[src/rtl/dff_bank_arbiter.sv]
// Round-robin arbiter sharing one WIDTH-bit register among NREQ requesters.
// Optional feature: define ARB_LOCK_EN to add lock_i, which lets the owner
// extend its grant past HOLD cycles while it keeps requesting.
module dff_bank_arbiter #(
  parameter int unsigned NREQ  = 4,
  parameter int unsigned WIDTH = 8,
  parameter int unsigned HOLD  = 2
) (
  input  logic                     clk_i,
  input  logic                     rst_ni,
`ifdef ARB_LOCK_EN
  input  logic                     lock_i,
`endif
  input  logic [NREQ-1:0]          req_i,
  input  logic [NREQ*WIDTH-1:0]    wdata_i,
  output logic [NREQ-1:0]          gnt_o,
  output logic [$clog2(NREQ)-1:0]  owner_o,
  output logic [WIDTH-1:0]         q_o,
  output logic                     q_valid_o,
  output logic                     busy_o
);

  localparam int unsigned IdxW = $clog2(NREQ);

  typedef enum logic [0:0] {StIdle, StGrant} state_e;

  state_e            state_q, state_d;
  logic [NREQ-1:0]   gnt_q, gnt_d;
  logic [IdxW-1:0]   owner_q, owner_d;
  logic [IdxW-1:0]   ptr_q, ptr_d;
  logic [3:0]        cnt_q, cnt_d;
  logic [WIDTH-1:0]  q_q, q_d;
  logic              q_valid_q, q_valid_d;

  logic [IdxW-1:0]   win;
  logic              found;
  logic              stay;

  // Round-robin pick: first set request scanning upward from ptr, wrapping.
  always_comb begin
    win   = '0;
    found = 1'b0;
    for (int unsigned off = 0; off < NREQ; off++) begin
      int unsigned idx;
      idx = (int'(ptr_q) + off) % NREQ;
      if (!found && req_i[idx]) begin
        found = 1'b1;
        win   = IdxW'(idx);
      end
    end
  end

  // Next-state: grant on request from idle, load/count/release while granted.
  always_comb begin
    state_d   = state_q;
    gnt_d     = gnt_q;
    owner_d   = owner_q;
    ptr_d     = ptr_q;
    cnt_d     = cnt_q;
    q_d       = q_q;
    q_valid_d = q_valid_q;
    stay      = 1'b0;
    unique case (state_q)
      StIdle: begin
        if (found) begin
          gnt_d   = '0;
          gnt_d[win] = 1'b1;
          owner_d = win;
          cnt_d   = 4'(HOLD - 1);
          state_d = StGrant;
        end
      end
      StGrant: begin
        if (req_i[owner_q]) begin
          q_d       = wdata_i[int'(owner_q)*WIDTH +: WIDTH];
          q_valid_d = 1'b1;
`ifdef ARB_LOCK_EN
          // Lock keeps the grant; the counter still runs down but saturates.
          if (lock_i) begin
            stay  = 1'b1;
            cnt_d = (cnt_q == 4'd0) ? 4'd0 : cnt_q - 4'd1;
          end else
`endif
          if (cnt_q != 4'd0) begin
            stay  = 1'b1;
            cnt_d = cnt_q - 4'd1;
          end
        end
        if (!stay) begin
          gnt_d   = '0;
          ptr_d   = (owner_q == IdxW'(NREQ - 1)) ? '0 : owner_q + IdxW'(1);
          state_d = StIdle;
        end
      end
      default: state_d = StIdle;
    endcase
  end

  // State registers; reset clears everything immediately, even mid-grant.
  always_ff @(posedge clk_i or negedge rst_ni) begin
    if (!rst_ni) begin
      state_q   <= StIdle;
      gnt_q     <= '0;
      owner_q   <= '0;
      ptr_q     <= '0;
      cnt_q     <= '0;
      q_q       <= '0;
      q_valid_q <= 1'b0;
    end else begin
      state_q   <= state_d;
      gnt_q     <= gnt_d;
      owner_q   <= owner_d;
      ptr_q     <= ptr_d;
      cnt_q     <= cnt_d;
      q_q       <= q_d;
      q_valid_q <= q_valid_d;
    end
  end

  // Outputs straight from the registers.
  always_comb begin
    gnt_o     = gnt_q;
    owner_o   = owner_q;
    q_o       = q_q;
    q_valid_o = q_valid_q;
    busy_o    = (state_q == StGrant);
  end

endmodule

[config.mk]
export PLATFORM = sky130hd
export DESIGN_NAME = dff_bank_arbiter
export DESIGN_NICKNAME = d
export VERILOG_FILES = /design/src/rtl/dff_bank_arbiter.sv
export SDC_FILE = /design/constraint.sdc
export NUM_CORES = 1
export LEC_CHECK = 0
export CAP_MARGIN = 20
export CORE_UTILIZATION = 41
export DETAILED_ROUTE_END_ITERATION = 7
export PLACE_DENSITY = 0.78
export SLEW_MARGIN = 15
export SYNTH_ARGS = -nofsm -noshare
export SYNTH_HDL_FRONTEND = slang
export SYNTH_SLANG_ARGS = --single-unit
[constraint.sdc]
create_clock -name clk_i -period 2 [get_ports clk_i]
set_clock_uncertainty 0.15 [all_clocks]
set_input_delay 0.4 -clock clk_i [delete_from_list [all_inputs] [get_ports clk_i]]
set_output_delay 0.4 -clock clk_i [all_outputs]
set_load 0.02 [all_outputs]
## Yosys cells after proc, flatten, opt, wreduce, memory -nomap -nowiden

Cells that the tools add are included.

- Register bits: 22
- Input bits: 38
- Logic and storage cells: 74
- Output and inout bits: 16

- Add/sub/neg operators: 5
- Equal/unequal tests: 5
- Muxes and demuxes: 34
- Magnitude comparators: 7
- Shift-type cells: 1
- Bitwise logic cells: 2
- Reduce and logical (&&, ||, !) cells: 13

Operator list:

| operator | number |
|---|---|
| 32-bit by 6-bit variable part select with 8-bit output | 1 |
| 4-bit 2-to-1 mux | 5 |
| 2-bit by 3-bit less-than comparator with 1-bit output, second input constant | 6 |
| 4-bit one-hot mux with 2 select lines | 2 |
| 1-bit 2-to-1 mux | 15 |
| 1-bit binary-select mux with 2-bit select | 5 |
| 2-bit 2-to-1 mux | 5 |
| 2-bit AND reduction | 4 |
| 2-bit by 1-bit adder with 2-bit output, second input constant | 2 |
| 2-bit adder, second input constant | 2 |
| 1-bit logical AND | 4 |
| 2-bit by 1-bit != test with 1-bit output, second input constant | 2 |
| 2-bit != test, second input constant | 2 |
| 4-bit nonzero test | 1 |
| 4-bit by 1-bit subtractor with 4-bit output, second input constant | 1 |
| 1-bit zero test | 3 |
| 3-bit AND reduction | 1 |
| 1-bit demux with 2-bit select | 1 |
| 2-bit == test, second input constant | 1 |
| 2-bit by 1-bit greater-or-equal comparator with 1-bit output, second input constant | 1 |
| 1-bit inverter | 2 |
| 1-bit one-hot mux with 2 select lines | 1 |

## Logic depth before layout (Yosys ltp)

- Word-level depth: 18
- Depth in mapped cells: 6
- Depth with buffers taken out: 6

## Least setup slack after synthesis

No wires, ideal clock.

- Kind: reg-to-reg
- Start: reg owner_q[0], in the netlist owner_o[0]
- End: reg ptr_q[0]
- Data required time: 1722 ps
- Slack: 123 ps
- Arrival time: 1600 ps
- Library setup time: 128 ps
- Clock period less this slack: 1877 ps
- Stages on the path, launching flop included: 4
- Buffers on the path: 0
- Cell sequence: dfrtp_1 mux4_2 a21oi_2 mux2_1

- Longest elaborated chain between the ends: 6
- Elaborated cells between the ends (all ways): 9
- Those cells by class: add/sub (1); eq/ne (1); mux (5); bitwise (1); reduce/logical (1)

RTL lines:

| element | line | source |
|---|---|---|
| start, declared | 29 | `logic [IdxW-1:0] owner_q, owner_d;` |
| start signal, assigned | 112 | `owner_q <= owner_d;` |
| 1-bit binary-select mux with 2-bit select | 74 | `if (req_i[owner_q]) begin` |
| 1-bit 2-to-1 mux (not written as such) | 74 |  |
| 1-bit 2-to-1 mux | 74 |  |
| 1-bit 2-to-1 mux | 63 | `unique case (state_q)` |
| 1-bit inverter (no line) | - |  |
| 2-bit AND reduction (no line) | - |  |
| end signal, assigned | 113 | `ptr_q <= ptr_d;` |
| end, declared | 30 | `logic [IdxW-1:0] ptr_q, ptr_d;` |

Parallel ways exist; a longest one is shown, timed or not. The select of a mux whose other input is x is not followed.
A chain may end at the register's enable or synchronous reset.

## Worst setup path in the final report

- Start: reg owner_q[1], in the netlist owner_o[1]
- End: out owner_o[1]

RTL lines:

| element | line | source |
|---|---|---|
| end, declared | 17 | `output logic [$clog2(NREQ)-1:0] owner_o,` |

No word-level cell between the ends.

==> metrics.md <==
| Metric | Value |
|---|---|
| Register area | `551 um2` |
| Die width | `56.2 um` |
| Final total power | `2.74 mW` |
| CP Class | `flip-flop to output port` |
| Gr usage total | `20.7%` |
| Cells after Synth | `90` |
| # IOs | `54` |
| Slew Limit Headroom | `75.4%` |
| Worst path arrival time | `1.37 ns` |
| Final Slew Violations | `0` |
| Post-CTS setup buffers | `0` |
| Worst Setup Start Kind | `flip-flop` |
| Synthesis-to-layout area growth | `59.5%` |
| Max cap viols | `0` |
| Vias in the first global route | `1119` |
| Core area | `2780 um2` |
| Peak supply drop | `1.13 mV` |
| Share of the synthesized area in the top cell type | `45.6%` |
| CP top delay family | `buffers and inverters` |
| Total CTS buffers | `3` |
| Largest area contributor in the netlist | `dfrtp_1` |
| EDFF count, synth | `0` |
| Nets@finish | `200` |
| DR WL/cell | `15.6 um` |
| Worst path cell trace | `clkdlybuf4s50_1` |
| Worst-case clock buffer depth | `2` |
| Crit-path max FO | `4` |
| GPL Wtd Cong | `0.792` |
| Clock Sinks | `22` |
| CTS tree | `built` |
| Number of buffers added on ports | `53` |
| DRT antenna net count | `0` |
| Worst slack, placed | `-0.232 ns` |
| Pwr dens | `1420 nW/um2` |
| Final setup vio count | `0` |
| Final hold viol count | `0` |
| Main flop type after synthesis | `dfrtp_1` |
| Leak | `0.814 nW` |
| Vias per cell | `5.30` |
| Chip height | `56.2 um` |
| Slew of the pin with the lowest slew margin | `0.367 ns` |
| Post-synth top cells | `dfrtp_1 (22), mux4_2 (9), nand2_1 (7)` |
| Internal | `1.73 mW` |
| CTS H-tree lvls | `1` |
| Slowest-stage cell, CP | `clkdlybuf4s50_1` |
| Finished Cell Area | `1920 um2` |
| HP Class | `input port to async pin` |
| Gr ovfl total | `0` |
| Fill count | `204` |
| Largest net degree at the start of global routing | `23` |
| Drt total wl | `2970 um` |
| Die area | `3160 um2` |
| Reg power frac | `29.2%` |
| Delay of the slowest critical-path stage | `0.63 ns` |
| CP required | `1.45 ns` |
| Synthesis-stage register bit count | `22` |
| Initial Util | `43.4%` |
| DRC errors left | `0` |
| Antenna diode count | `0` |
| Final setup margin | `0.0769 ns` |
| Syn_area_per_cell | `13.4 um2` |
| Mapped cell area | `1210 um2` |
| Syn nets | `130` |
| Sequential area share after synthesis | `45.6%` |
| Yosys warning total | `0` |
| First-pass GRT wire length | `5060 um` |
| Minimum clock period | `1.92 ns` |
| Placed wire-length estimate | `2380 um` |
| Netlist cell types | `36` |
| Via count | `1007` |
| Multi-input gate area | `622 um2` |
| Clk_lat worst skew | `0.30 ns` |
| Share of cells above drive strength 1 | `26.4%` |
| Unrepaired setup endpoints after global routing | `false` |
| Combinational Power Share | `58.7%` |
| FFs w/ async S/R, synth | `100%` |
| Most frequent cell after synthesis | `dfrtp_1` |
| Initial antenna violation count | `0` |
| Worst path buffer plus inverter count | `1` |
| Placement Rows | `19` |
| Clock root buffer | `clkbuf_4` |
| Area contributors post-synth | `dfrtp_1 (46%), mux4_2 (17%), mux2_2 (5.6%)` |
| Initial drt markers | `32` |
| Placed Instances | `186` |
| Status | `finished, final reports clean` |
| Non-Filler Instances | `190` |
| Placed Area | `1870 um2` |
| Sw frac | `36.8%` |
| Clock slew at reported path FFs | `0.12 ns` |
| Clock power share | `12.0%` |
| Drt pass-1 iters | `4` |
| F_max | `0.520 GHz` |
| CP Capture Type | `output port` |
| Period utilization | `96.2%` |
| NetSw | `1.01 mW` |
==> power by group through the flow <==
| stage | clock network [mW] | registers, mW | logic [mW] |
|---|---|---|---|
| 6_report | 0.329 | 0.802 | 1.61 |
| 5_1_grt | 0.354 | 0.830 | 1.74 |
| 4_1_cts | 0.340 | 0.802 | 1.63 |
| 3_5_place_dp | 0 | 0.809 | 1.63 |
| 3_3_place_gp | 0 | 0.802 | 1.58 |
| 2_1_floorplan | 0 | 0.969 | 0.796 |
==> per-layer routing <==
metal | routed length (um) | vias to the layer above | track usage, %
met5 | 0 | - | 0
met3 | 238 | 6 | 4.65
met4 | 49 | 0 | 7.67
met2 | 1410 | 51 | 36.4
met1 | 1270 | 467 | 24.5
li1 | - | 483 | -
==> state kept, by name, summed over array words and instances, names as in the netlist <==
signal	cells
q_o	8
q_valid_o	1
busy_o	1
ptr_q	2
owner_o	2
cnt_q	4
gnt_o	4
==> final timing paths <==
path                                  from    endpoint  slack (ns)  depth (start not counted)
worst min register to register   q_valid_o   q_valid_o        0.33                          1
worst max-delay path            owner_o[1]  owner_o[1]        0.08                          1
worst min-delay path                rst_ni      q_o[6]        0.28                          2
min in group clk_i               q_valid_o   q_valid_o        0.33                          1
worst max register to register    cnt_q[0]    ptr_q[0]        0.13                          5
max in group asynchronous           rst_ni    ptr_q[0]        1.20                          2
==> stage by stage <==
stage,setup TNS [ns],hold WS (ns),util [%]
finish,0,0.278,69.2
global route,0,0.286,69.2
CTS,0,0.278,69.1
detailed placement,-3.29,0.308,67.3
global placement,-2.45,0.302,67.3
floorplan,0,-0.0456,-
==> placed cells by master (no fill, tap or decap), types with 2 or more instances in the layout <==
| cell type | synthesis | final |
|---|---|---|
| clkdlybuf4s50_1 | 0 | 52 |
| dfrtp_1 | 22 | 22 |
| buf_4 | 1 | 15 |
| mux4_2 | 9 | 9 |
| nand2_1 | 7 | 7 |
| mux2_2 | 6 | 6 |
| inv_1 | 4 | 4 |
| mux2_1 | 4 | 4 |
| clkbuf_4 | 0 | 3 |
| o21ai_1 | 2 | 2 |
| nand2b_1 | 2 | 2 |
| nor2_1 | 2 | 2 |
| a21oi_1 | 2 | 2 |
| nor3_1 | 2 | 2 |
| a22o_1 | 2 | 2 |
| ha_1 | 2 | 2 |
==> kinds of logic (layout without fill, tap and decap cells) <==
family,after synthesis,in the layout,share of synthesized area (%)
DFF,22,22,45.6
AOI/OAI and AO/OA,17,17,11.9
xor gates and xnor gates,1,1,0.726
muxes,20,20,27.0
adders and majority gates,2,2,2.07
buffers and inverters,8,77,3.01
and+or+nand+nor,20,20,9.65
==> what timing repair did <==
item	4_1_cts	5_1_grt
hold buffers	0	0
resized for setup	1	1
endpoints found under the setup margin	1	2
pin swaps	0	1
cloned	0	0
==> final cells by class <==
type	instances	share of cell area (%)
clock inverter	1	1.56
clock buffer	3	1.17
multi-input combinational	60	32.3
timing repair buffer	68	33.4
tap	31	2.02
inverter	5	0.975
sequential	22	28.6
(Power assumes the default switching activity.)
